==> src/rtl/cpu_pkg.sv <==
// cpu_pkg: shared definitions for the 6502 core front end.
//   - T-state index constants T0_IDX..T5_IDX
//   - OPC_BRK opcode value
//   - tstate_t: one-hot cycle-timing state (bit k set means Tk)
package cpu_pkg;

  localparam int T0_IDX = 0;
  localparam int T1_IDX = 1;
  localparam int T2_IDX = 2;
  localparam int T3_IDX = 3;
  localparam int T4_IDX = 4;
  localparam int T5_IDX = 5;

  localparam logic [7:0] OPC_BRK = 8'h00;

  typedef enum logic [5:0] {
    TS_T0 = 6'b000001,
    TS_T1 = 6'b000010,
    TS_T2 = 6'b000100,
    TS_T3 = 6'b001000,
    TS_T4 = 6'b010000,
    TS_T5 = 6'b100000
  } tstate_t;

endpackage

==> src/rtl/tstate_seq.sv <==
// tstate_seq: one-hot T-state register and next-state logic.
// Ports:
//   clk     in   core clock
//   reset   in   synchronous active-high reset, forces T2 (start of BRK run)
//   rdy     in   1 = advance, 0 = hold state
//   t0_req  in   request that the next cycle be T0 (honoured in T2..T4 only)
//   state   out  current one-hot T-state
module tstate_seq
  import cpu_pkg::*;
(
  input  logic    clk,
  input  logic    reset,
  input  logic    rdy,
  input  logic    t0_req,
  output tstate_t state
);

  tstate_t state_nxt;

  always_ff @(posedge clk) begin
    if (reset) begin
      state <= TS_T2;
    end else begin
      state <= state_nxt;
    end
  end

  always_comb begin
    state_nxt = state;
    if (rdy) begin
      unique case (state)
        TS_T0:   state_nxt = TS_T1;
        TS_T1:   state_nxt = TS_T2;
        TS_T2:   state_nxt = t0_req ? TS_T0 : TS_T3;
        TS_T3:   state_nxt = t0_req ? TS_T0 : TS_T4;
        TS_T4:   state_nxt = t0_req ? TS_T0 : TS_T5;
        // T5 is the longest possible instruction; always wrap to T0.
        TS_T5:   state_nxt = TS_T0;
        // A corrupted one-hot code ends the instruction so fetch resyncs.
        default: state_nxt = TS_T0;
      endcase
    end
  end

endmodule

==> src/rtl/ir_timing_gen.sv <==
// ir_timing_gen: instruction register and cycle-timing sequencer feeding
// the decode PLA.
// Build option: IR_INT_INJECT_EN -- when defined, a pending interrupt at the
// opcode load edge replaces the fetched byte with BRK and pulses int_ack.
// Ports:
//   clk          in   core clock
//   reset        in   synchronous active-high reset (state T2, ir RESET_OPCODE)
//   rdy          in   1 = advance, 0 = hold IR and timing
//   db           in   data bus, latched as opcode at the end of T1
//   t0_req       in   next cycle is T0 (sampled in T2..T4)
//   int_pending  in   interrupt pending (IR_INT_INJECT_EN only)
//   int_ack      out  one-cycle pulse after an injected BRK (IR_INT_INJECT_EN only)
//   ir           out  instruction register
//   t_n          out  active-low one-hot timing, bit k low means Tk
//   sync         out  high during T1
module ir_timing_gen
  import cpu_pkg::*;
#(
  parameter logic [7:0] RESET_OPCODE = 8'h00
) (
  input  logic       clk,
  input  logic       reset,
  input  logic       rdy,
  input  logic [7:0] db,
  input  logic       t0_req,
`ifdef IR_INT_INJECT_EN
  input  logic       int_pending,
  output logic       int_ack,
`endif
  output logic [7:0] ir,
  output logic [5:0] t_n,
  output logic       sync
);

  tstate_t state;
  logic    ir_load;

  tstate_seq u_tstate_seq (
    .clk    (clk),
    .reset  (reset),
    .rdy    (rdy),
    .t0_req (t0_req),
    .state  (state)
  );

  // The opcode is captured on the edge that leaves T1; during T1 itself ir
  // still holds the previous opcode so the PLA can finish that instruction.
  assign ir_load = rdy && state[T1_IDX];

`ifdef IR_INT_INJECT_EN
  always_ff @(posedge clk) begin
    if (reset) begin
      ir      <= RESET_OPCODE;
      int_ack <= 1'b0;
    end else begin
      int_ack <= ir_load && int_pending;
      if (ir_load) begin
        ir <= int_pending ? OPC_BRK : db;
      end
    end
  end
`else
  always_ff @(posedge clk) begin
    if (reset) begin
      ir <= RESET_OPCODE;
    end else if (ir_load) begin
      ir <= db;
    end
  end
`endif

  assign t_n  = ~state;
  assign sync = state[T1_IDX];

endmodule

==> config.mk <==
export PLATFORM = sky130hd
export DESIGN_NAME = ir_timing_gen
export DESIGN_NICKNAME = d
export VERILOG_FILES = /design/src/rtl/cpu_pkg.sv /design/src/rtl/tstate_seq.sv /design/src/rtl/ir_timing_gen.sv
export SDC_FILE = /design/constraint.sdc
export NUM_CORES = 1
export LEC_CHECK = 0
export BUFFER_PORTS_ARGS = -buffer_cell sky130_fd_sc_hd__buf_2
export CORE_MARGIN = 5
export CORE_UTILIZATION = 30
export CTS_CLUSTER_SIZE = 24
export DETAILED_ROUTE_END_ITERATION = 10
export GPL_ROUTABILITY_DRIVEN = 1
export GPL_TIMING_DRIVEN = 0
export PLACE_DENSITY = 0.56
export SLEW_MARGIN = 10
export SYNTH_ARGS = -nofsm -noshare
export SYNTH_HDL_FRONTEND = slang
export SYNTH_SLANG_ARGS = --single-unit
==> constraint.sdc <==
create_clock -name clk -period 2.8 [get_ports clk]
set_input_delay 0.56 -clock clk [delete_from_list [all_inputs] [get_ports clk]]
set_output_delay 0.56 -clock clk [all_outputs]
set_load 0.02 [all_outputs]
==> results.toml <==
[sta]
rsz0062_at_grt = "no"
setup_ws_ns = 1.205
fin_skew_ns = 0.009388
setup_viol = 0
report.final.slew_viol_count = 0
period_needed_ns = 1.595
finalHoldViolCount = 0
slew_headroom = 0.6976
fmax_ghz = 0.6270
fin_crit_sh = 0.5696
holdWs_ns = 0.4533
worst_pin_slew_ns = 0.4536
finalSetupTns_ns = 0

[global_route]
grt_pass1_wl_mm = 2.504
grt_max_degree = 11
grt_pass1_vias = 561
met1_usage = 0.1248
globalRoute.totalOverflow = 0
use_met3 = 0.02552
use_met2 = 0.1537
antenna_found_initial = 0
grtUsageTotal = 0.1031
busiest_layer = "met2"

[floorplan]
dieWidth_um = 55.94
row_count = 16
io_pins = 27
coreArea_um2 = 1982
initial_core_util = 0.3194
die_area_um2 = 3129
fp.dieH_um = 55.94

[setup_path]
worstPathArrival_ns = 1.03
crit_path_end_kind = "output pin"
path_class = "flop to output pin"
cp_max_fo = 6
start_kind = "flop"
worstPathRequired_ns = 2.24
reg2reg_from = "u_tstate_seq.state[1]"
reg2reg_slack_ns = 1.60
rr_worst_depth = 4
r2r-end = "ir[5]"

[clock_network]
h-tree-depth = 1
clk_pin_slew_ns = 0.08
cts_buffer_depth = 2
cts_buffers = 3
cts_tree = "built"
worstSkewPairLatency_ns = 0.27
cts_setup_buffers = 0
cts.sinks = 14
cts_root_buffer = "clkbuf_4"
post_cts_resized = 0
hold_buffers = 0

[drt]
vias = 623
ant_nets = 0
wl_mm = 1.564
routedWlPerCell_um = 11.85
drc_errors = 0
vias_per_cell = 4.720
drtIter0Drc = 6
drt_pre_antenna_iters = 4

[layout]
num_antenna_cells = 0
fillers = 211
fin_area_um2 = 819.5
final_common_cell = "buf_2"
layout-area-overhead-vs-synth_pct = 29.45
layout-drive-gt1-share = 0.3619
layout_common_cells = "buf_2, dfxtp_1, nand2_1, a21oi_1, nand3_1"
nets = 119

[yosys]
ys_ff_latch = 14
yosysTopAreaCell = "dfxtp_1"
ys.warnings.count = 0
synth_fp_nets = 88
netlist_area_um2 = 633.1
yosysTopAreaCellShare = 0.4427
synth-seq-area-share = 0.4427
yosys-top-cells-area = "dfxtp_1, a21oi_1, nand2_1"
avgSynthCellArea_um2 = 8.330
syn_inst = 76
synth.distinct_cells = 22

[min_path]
hold_class = "flop to flop"
min_to = "ir[3]"
min_from = "ir[3]"
whs_path_depth = 2

[pwr]
vdd_ir_drop_max_mv = 0.2170
power.switching_w = 0.00009531
power.density_nw_per_um2 = 452.3
swShare = 0.2571
p_int_w = 0.0002754
total_power_w = 0.0003707
seq_power_share = 0.567
pwr-share-comb = 0.137
p_clk_frac = 0.296
total_leakage_power_nw = 0.3508

[run]
drv_cap = 0

[place]
dp_hpwl_mm = 1.167
gp_congestion = 0.7775
numPortBuffers = 26
pre_cts_ws_ns = 1.491
dpl_cell_area_um2 = 797.0

[run_status]
outcome = "complete, no violations"
==> kinds of logic (layout without fill, tap and decap cells) <==
family | after synthesis | in the layout | synth area share
AO/OA/AOI/OAI | 17 | 17 | 0.1621
XOR/XNOR | 2 | 2 | 0.02767
buffers and inverters | 12 | 41 | 0.08891
flip-flops | 14 | 14 | 0.4427
AND/OR/NAND/NOR | 31 | 31 | 0.2786
==> layout make-up <==
| cell class | count | area [um^2] | share of cell area |
|---|---|---|---|
| multi-input combinational | 50 | 296.5 | 0.3618 |
| timing repair buffer | 26 | 130.1 | 0.1588 |
| buffer | 5 | 30.03 | 0.03664 |
| inverter | 7 | 26.28 | 0.03206 |
| sequential | 14 | 280.3 | 0.3420 |
| clock buffer | 3 | 22.52 | 0.02748 |
| tap | 27 | 33.78 | 0.04122 |
==> worst max path at each step <==
stage,startpoint,end,slack [ns],cells past startpoint
final,u_tstate_seq.state[1],t_n[1],1.21,2
after global routing,u_tstate_seq.state[1],t_n[1],1.14,2
after CTS,u_tstate_seq.state[1],t_n[1],1.19,2
after detailed placement,u_tstate_seq.state[1],t_n[1],1.49,2
after global placement,reset,u_tstate_seq.state[4],1.49,3
after floorplan,u_tstate_seq.state[1],t_n[1],1.51,1
==> through the flow <==
stage          instances  utilization
2_1_floorplan         76            -
3_3_place_gp         129       0.4021
3_5_place_dp         129       0.4021
4_1_cts              132       0.4135
5_1_grt              132       0.4135
6_report             132       0.4135
==> synthesized netlist by cell type (all sizes together) <==
master	number
nand3	8
a21oi	12
nand4	4
o32ai	1
nor3	2
nor2	1
a221o	1
buf	4
nor4	2
nor3b	1
inv	7
dfxtp	14
o21ai	1
o211a	1
xor2	2
a211o	1
nand2	13
clkbuf	1
==> sequential cells by signal (all words and copies together), names as in the netlist <==
register / count
u_tstate_seq.state: 6
ir: 8
==> worst max-delay path: stages (launching register included) <==
cell     delay, ns
dfxtp_1       0.47
inv_1         0.12
buf_2         0.18
==> layer usage <==
layer	wire length, um	up-vias	share of wire
li1	-	326	-
met1	754	279	0.48
met2	703	16	0.45
met3	78	2	0.050
met4	27	0	0.017
met5	0	-	0
==> power groups by stage <==
stage	Combinational (W)	Clock (W)	Sequential, W
after floorplan	0.0000304	0	0.000215
after global placement	0.0000504	0	0.000215
after detailed placement	0.0000512	0	0.000215
after CTS	0.0000514	0.000116	0.000210
after global routing	0.0000558	0.000122	0.000211
final	0.0000509	0.000110	0.000210
No activity file was read; power rests on OpenSTA's default activity.
